### src/rtl/nor_input_debounce_if.sv
// rtl/nor_input_debounce_if.sv - raw inputs and conditioned outputs of the two-channel debouncer
// Ports (signals):
//   a_raw, b_raw       raw asynchronous levels into the conditioner
//   a, b               debounced levels, feed nor_gate.a / nor_gate.b
//   a_rise, a_fall     one-cycle pulses on accepted changes of a
//   b_rise, b_fall     one-cycle pulses on accepted changes of b
//   settled            both channels' synchronised levels match their outputs
// Modports: slave = debouncer side, master = driver/observer side.
interface nor_input_debounce_if;
  logic a_raw;
  logic b_raw;
  logic a;
  logic b;
  logic a_rise;
  logic a_fall;
  logic b_rise;
  logic b_fall;
  logic settled;

  modport slave (
    input  a_raw, b_raw,
    output a, b, a_rise, a_fall, b_rise, b_fall, settled
  );

  modport master (
    output a_raw, b_raw,
    input  a, b, a_rise, a_fall, b_rise, b_fall, settled
  );
endinterface

### src/rtl/nor_input_debounce.sv
// rtl/nor_input_debounce.sv - two-channel synchronise/debounce conditioner for nor_gate inputs
// Parameters:
//   STABLE_CYCLES  cycles a new synchronised level must persist before acceptance (2..2^CNT_W)
//   CNT_W          width of each per-channel stability counter
// Ports:
//   clk            single clock, rising edge
//   rst_n          asynchronous active-low reset
//   io             nor_input_debounce_if.slave: raw inputs, debounced levels, pulses, settled
module nor_input_debounce #(
  parameter int STABLE_CYCLES = 16,
  parameter int CNT_W         = 8
) (
  input  logic                   clk,
  input  logic                   rst_n,
  nor_input_debounce_if.slave    io
);

  localparam logic [CNT_W-1:0] CNT_MAX = CNT_W'(STABLE_CYCLES - 1);
  localparam logic [CNT_W-1:0] CNT_ONE = CNT_W'(1);

  typedef enum logic {
    IDLE = 1'b0,
    QUAL = 1'b1
  } state_e;

  // Index 0 is channel A, index 1 is channel B.
  logic [1:0]            raw;
  logic [1:0]            s1_q, s1_d;
  logic [1:0]            s2_q, s2_d;
  logic [1:0]            out_q, out_d;
  logic [1:0]            rise_q, rise_d;
  logic [1:0]            fall_q, fall_d;
  logic [1:0][CNT_W-1:0] cnt_q, cnt_d;
  state_e                state_q [2];
  state_e                state_d [2];
  logic                  settled_q, settled_d;

  assign raw = {io.b_raw, io.a_raw};

  always_ff @(posedge clk or negedge rst_n) begin
    if (!rst_n) begin
      s1_q       <= '0;
      s2_q       <= '0;
      out_q      <= '0;
      rise_q     <= '0;
      fall_q     <= '0;
      cnt_q      <= '0;
      state_q[0] <= IDLE;
      state_q[1] <= IDLE;
      settled_q  <= 1'b0;
    end else begin
      s1_q       <= s1_d;
      s2_q       <= s2_d;
      out_q      <= out_d;
      rise_q     <= rise_d;
      fall_q     <= fall_d;
      cnt_q      <= cnt_d;
      state_q[0] <= state_d[0];
      state_q[1] <= state_d[1];
      settled_q  <= settled_d;
    end
  end

  always_comb begin
    s1_d      = raw;
    s2_d      = s1_q;
    settled_d = (s2_q == out_q);
    out_d     = out_q;
    rise_d    = '0;
    fall_d    = '0;
    cnt_d     = cnt_q;
    for (int i = 0; i < 2; i++) begin
      state_d[i] = state_q[i];
      case (state_q[i])
        IDLE: begin
          cnt_d[i] = '0;
          // First cycle of disagreement already counts as one.
          if (s2_q[i] != out_q[i]) begin
            state_d[i] = QUAL;
            cnt_d[i]   = CNT_ONE;
          end
        end
        QUAL: begin
          if (s2_q[i] == out_q[i]) begin
            // A single agreeing cycle discards all progress.
            state_d[i] = IDLE;
            cnt_d[i]   = '0;
          end else if (cnt_q[i] == CNT_MAX) begin
            state_d[i] = IDLE;
            cnt_d[i]   = '0;
            out_d[i]   = s2_q[i];
            rise_d[i]  = s2_q[i];
            fall_d[i]  = ~s2_q[i];
          end else begin
            cnt_d[i] = cnt_q[i] + CNT_ONE;
          end
        end
        default: begin
          state_d[i] = IDLE;
          cnt_d[i]   = '0;
        end
      endcase
    end
  end

  assign io.a       = out_q[0];
  assign io.b       = out_q[1];
  assign io.a_rise  = rise_q[0];
  assign io.a_fall  = fall_q[0];
  assign io.b_rise  = rise_q[1];
  assign io.b_fall  = fall_q[1];
  assign io.settled = settled_q;

endmodule

### src/flat_wrapper.sv
// flat-port wrapper written by rule: the top's interface ports become plain ports
module nor_input_debounce_flat 
#(
  parameter int STABLE_CYCLES = 16,
  parameter int CNT_W         = 8
)
  (clk, rst_n, io_a_raw, io_b_raw, io_a, io_b, io_a_rise, io_a_fall, io_b_rise, io_b_fall, io_settled);
  nor_input_debounce_if io_i ();
  input  logic clk;
  input  logic rst_n;
  input wire logic [$bits(io_i.a_raw)-1:0] io_a_raw;
  input wire logic [$bits(io_i.b_raw)-1:0] io_b_raw;
  output wire logic [$bits(io_i.a)-1:0] io_a;
  output wire logic [$bits(io_i.b)-1:0] io_b;
  output wire logic [$bits(io_i.a_rise)-1:0] io_a_rise;
  output wire logic [$bits(io_i.a_fall)-1:0] io_a_fall;
  output wire logic [$bits(io_i.b_rise)-1:0] io_b_rise;
  output wire logic [$bits(io_i.b_fall)-1:0] io_b_fall;
  output wire logic [$bits(io_i.settled)-1:0] io_settled;
  assign io_i.a_raw = io_a_raw;
  assign io_i.b_raw = io_b_raw;
  assign io_a = io_i.a;
  assign io_b = io_i.b;
  assign io_a_rise = io_i.a_rise;
  assign io_a_fall = io_i.a_fall;
  assign io_b_rise = io_i.b_rise;
  assign io_b_fall = io_i.b_fall;
  assign io_settled = io_i.settled;
  nor_input_debounce #(.STABLE_CYCLES(STABLE_CYCLES), .CNT_W(CNT_W)) u_core (.clk(clk), .rst_n(rst_n), .io(io_i));
endmodule
### config.mk
export PLATFORM = sky130hd
export DESIGN_NAME = nor_input_debounce_flat
export DESIGN_NICKNAME = d
export VERILOG_FILES = /design/src/rtl/nor_input_debounce_if.sv /design/src/rtl/nor_input_debounce.sv /design/src/flat_wrapper.sv
export SDC_FILE = /design/constraint.sdc
export NUM_CORES = 1
export LEC_CHECK = 0
export ABC_AREA = 1
export BUFFER_PORTS_ARGS = -buffer_cell sky130_fd_sc_hd__buf_2
export CORE_AREA = 10 10 59 61
export CTS_CLUSTER_DIAMETER = 80
export CTS_CLUSTER_SIZE = 16
export DETAILED_ROUTE_END_ITERATION = 12
export DIE_AREA = 0 0 69 71
export PLACE_DENSITY = 0.81
export SLEW_MARGIN = 5
export SYNTH_ARGS = -nofsm -noshare
export SYNTH_HDL_FRONTEND = slang
export SYNTH_SLANG_ARGS = --single-unit
### constraint.sdc
create_clock -name clk -period 1.9 [get_ports clk]
set_clock_uncertainty 0.15 [all_clocks]
set_input_delay 0.38 -clock clk [delete_from_list [all_inputs] [get_ports clk]]
set_output_delay 0.38 -clock clk [all_outputs]
set_load 0.02 [all_outputs]
* Yosys cells after proc, flatten, opt, wreduce, memory -nomap -nowiden
Cells that the tools add are included.
Storage, ports and cells: register bits after elaboration 29, bits of input ports 4, output and inout bits 7
Cells by class: add/sub/neg operators 2, equality and inequality tests 7, muxes and demuxes 28, bitwise gates (word level) 6, reductions and logical operators 2
Operator list (number):
- $mux 8 | 4
- $pmux 8 s2 | 2
- $mux 1 | 20
- $add 8x1->8 const B | 2
- $eq 8x4->1 const B | 2
- $not 1->1 | 6
- $reduce_and 3->1 | 2
- $pmux 1 s2 | 2
- $eq 1x1->1 | 2
- $eq 2x2->1 | 1
- $ne 1x1->1 | 2

* Depth between registers and ports, before layout
depth after elaboration 4, mapped depth 8, mapped depth without buffers 8

* Worst setup path before layout
OpenSTA, ideal clock, no wires.
path type register to register, start register u_core.cnt_q[0] (netlist bit), end register u_core.state_q[1] (netlist bit), library setup time 0.121 ns, arrival time 1.007 ns, slack 0.622 ns, cell stages (with the launch flop) 7, buffers on the path 0, period minus slack after synthesis 1.278 ns, cell sequence dfrtp_1 > ha_1 > nand2_1 > nor2_1 > nand3_2 > nand2_4 > nand2_1
RTL lines:
- start: declaration | RTL line nor_input_debounce.sv:33 | logic [1:0][CNT_W-1:0] cnt_q, cnt_d;
- start signal: assignment | RTL line nor_input_debounce.sv:57 | cnt_q <= cnt_d;
- end: declaration | RTL line nor_input_debounce.sv:34 | state_e state_q [2];

* Worst setup path after layout
start register u_core.out_q[1], end output io_b
RTL lines:
- start: declaration | RTL line nor_input_debounce.sv:30 | logic [1:0] out_q, out_d;
- start signal: assignment | RTL line nor_input_debounce.sv:54 | out_q <= out_d;
- end: declaration | RTL line flat_wrapper.sv:14 | output wire logic [$bits(io_i.b)-1:0] io_b;
No word-level cell between the ends.

==> impl_metrics.toml <==
[outcome]
status = "complete, no violations"

[timing]
drv_slew = 0
rsz0062_at_grt = "false"
slew_headroom_pct = 58.1
fin_crit_ns = 1.45
worst_slew_pin_slew_ns = 0.628
hold_violations = 0
setup_viol_count_final = 0
finalCritPeriodShare_pct = 76.5
finalSetupTns_ns = 0
fmax_mhz = 688

[clock_tree]
clock_latency_ns = 0.33
cts_inserted_buffers = 5
post_cts_buffers = 0
cts_sinks = 29
root_buffer = "clkbuf_4"
clkSlewWorstSetupHoldPaths_ns = 0.09
clock_path_buffers = 2
htreeDepth = 2
ctsResizeCount = 0
cts_tree = "yes"

[route]
drcViolationCount = 0
wl_met3_um = 133
vias_per_cell = 4.94
top_layer_used = "met4"
wirelength_um = 2490
first_iter_violations = 69
met2_length_um = 1300
wl_per_cell_um = 12.5
firstDrtPassIters = 4
wl_met1_um = 941
vias = 983
ant_nets = 0

[finish]
layout_commonest_cell = "nand2_1"
fin_cells = 199
drive_gt1_share_pct = 32.5
diodes = 0
area_growth_syn_to_layout_pct = 13.4
nets = 174
final_cell_mix = "nand2_1, dfrtp_1, nor2_1, inv_1, nor2_2"

[worst_setup_path]
cp_max_fo = 4
cpLargestDelayFamily = "flip-flops"
crit_type = "reg2out"
crit_arrival_ns = 0.92
path_cells = "buf_2"
worstPathRequired_ns = 1.37
critical_path_buf_inv_count = 1
startpoint_type = "flip-flop"
crit_path_top_delay_cell = "dfrtp_1"
cp-end-kind = "output pin"
slowest_delay_ns = 0.42

[power_and_ir_drop]
irDropWorstVdd_uv = 534
p_clk_share_pct = 35.7
pwr-share-comb_pct = 9.9
p_int_w = 0.000901
p_leak_nw = 0.781
switching_share_pct = 25.2
power_density_nw_per_um2 = 761
p_switching_w = 0.000304
p_seq_share_pct = 54.5

[place]
portBuffers = 10
place_inst = 188
place_hpwl_um = 1830
gp_congestion = 0.851

[floorplanning]
row_count = 18
initial_core_util_pct = 58.5
core_um2 = 2390
dieArea_um2 = 4900
die_h_um = 71
die_w_um = 69
ios = 11

[yosys]
synth.avg_cell_area_um2 = 9.44
synth-seq-area-share_pct = 51.9
syn_area_um2 = 1400
synth_cell_type_count = 21
ys_warn_count = 0
syn_nets = 154
ys_ff_latch = 29
synthCells = 148

[grt]
grt_max_degree = 30
grt_overflow = 0
grt_pass1_vias = 1030
antenna_found_initial = 0
grt_util_all_layers_pct = 11.2
grt_pass1_wl_um = 4440

[job]
maxCapViolations = 0

[worst_hold_path]
hp-class = "reg2reg"
[area by class of cell]
class                           count  area [um^2]
Clock buffer                        7         65.1
Tap cell                           30         37.5
Sequential cell                    29          726
Fill cell                         207          802
Timing Repair Buffer               13         80.1
Multi-Input combinational cell    100          587
Inverter                           19         85.1
Clock inverter                      1         5.00
[power groups by stage]
| stage | sequential, W | combinational (W) | clock [W] |
|---|---|---|---|
| 3_3_place_gp | 0.000667 | 0.000113 | 0 |
| 2_1_floorplan | 0.000667 | 0.0000870 | 0 |
| 5_1_grt | 0.000659 | 0.000134 | 0.000478 |
| 6_report | 0.000657 | 0.000119 | 0.000430 |
| 3_5_place_dp | 0.000669 | 0.000116 | 0 |
| 4_1_cts | 0.000657 | 0.000119 | 0.000441 |
[final timing paths]
path | start | to | slack, ns | depth (start not counted)
max | u_core.out_q[1] | io_b | 0.45 | 1
min | u_core.s1_q[1] | u_core.s2_q[1] | 0.20 | 0
max reg2reg | u_core.cnt_q[0] | u_core.state_q[1] | 0.46 | 6
min reg2reg | u_core.s1_q[1] | u_core.s2_q[1] | 0.20 | 0
max in group asynchronous | rst_n | u_core.cnt_q[1] | 0.74 | 2
min in group asynchronous | rst_n | u_core.rise_q[1] | 0.44 | 2
[Yosys cell counts]
cell,instances,share of area (%)
a21oi_1,2,0.72
bufinv_8,1,1.3
dfrtp_1,29,52
ha_1,2,1.8
inv_1,11,3.0
inv_2,7,1.9
nand2_1,31,8.3
nand2_2,4,1.8
nand2_4,4,3.2
nand3_1,10,3.6
nand3_2,3,2.1
nand4_1,1,0.45
nor2_1,19,5.1
nor2_2,11,4.9
nor2_4,1,0.81
nor2_8,2,2.9
nor3_2,2,1.4
o21ai_2,2,1.3
o21bai_1,2,1.1
xnor2_1,1,0.63
xor2_1,3,1.9
[per-layer routing]
metal / GRT usage, % / vias up
met5: 0 / -
met4: 8.28 / 0
met3: 4.74 / 12
met2: 19.2 / 20
met1: 10.4 / 457
li1: - / 494
[registers in the layout, summed over array words and instances (netlist names)]
register and cells:
u_core.cnt_q 16, u_core.fall_q 2, u_core.out_q 2, u_core.rise_q 2, u_core.s1_q 2, u_core.s2_q 2, u_core.state_q 2, u_core.io.settled 1
[stage by stage]
stage	power (W)	setup WS (ns)	instance area, um^2	util (%)	hold slack, ns
6_report	0.00121	0.446	1590	66.4	0.198
5_1_grt	0.00127	0.317	1590	66.4	0.214
4_1_cts	0.00122	0.425	1570	65.6	0.000351
2_1_floorplan	0.000754	0.622	1400	-	-0.0656
3_5_place_dp	0.000785	0.486	1490	62.2	0.188
3_3_place_gp	0.000780	0.546	1490	62.2	0.183
[what timing repair did]
item / CTS / global route
endpoints found under the setup margin: 0 / 0
endpoints found under the hold margin: 29 / 2
hold buffers: 1 / 2
[cell families (layout without fill, tap and decap cells)]
family                   count (synthesis)  count (layout)  synth area share, %
AO/OA/AOI/OAI                            6               6                 3.04
AND/OR/NAND/NOR                         88              88                 34.6
XOR/XNOR                                 4               4                 2.51
buffers and inverters                   19              40                 6.09
adder cells (fa/ha/maj)                  2               2                 1.79
flip-flops                              29              29                 51.9
Power figures use the tool's default switching activity.
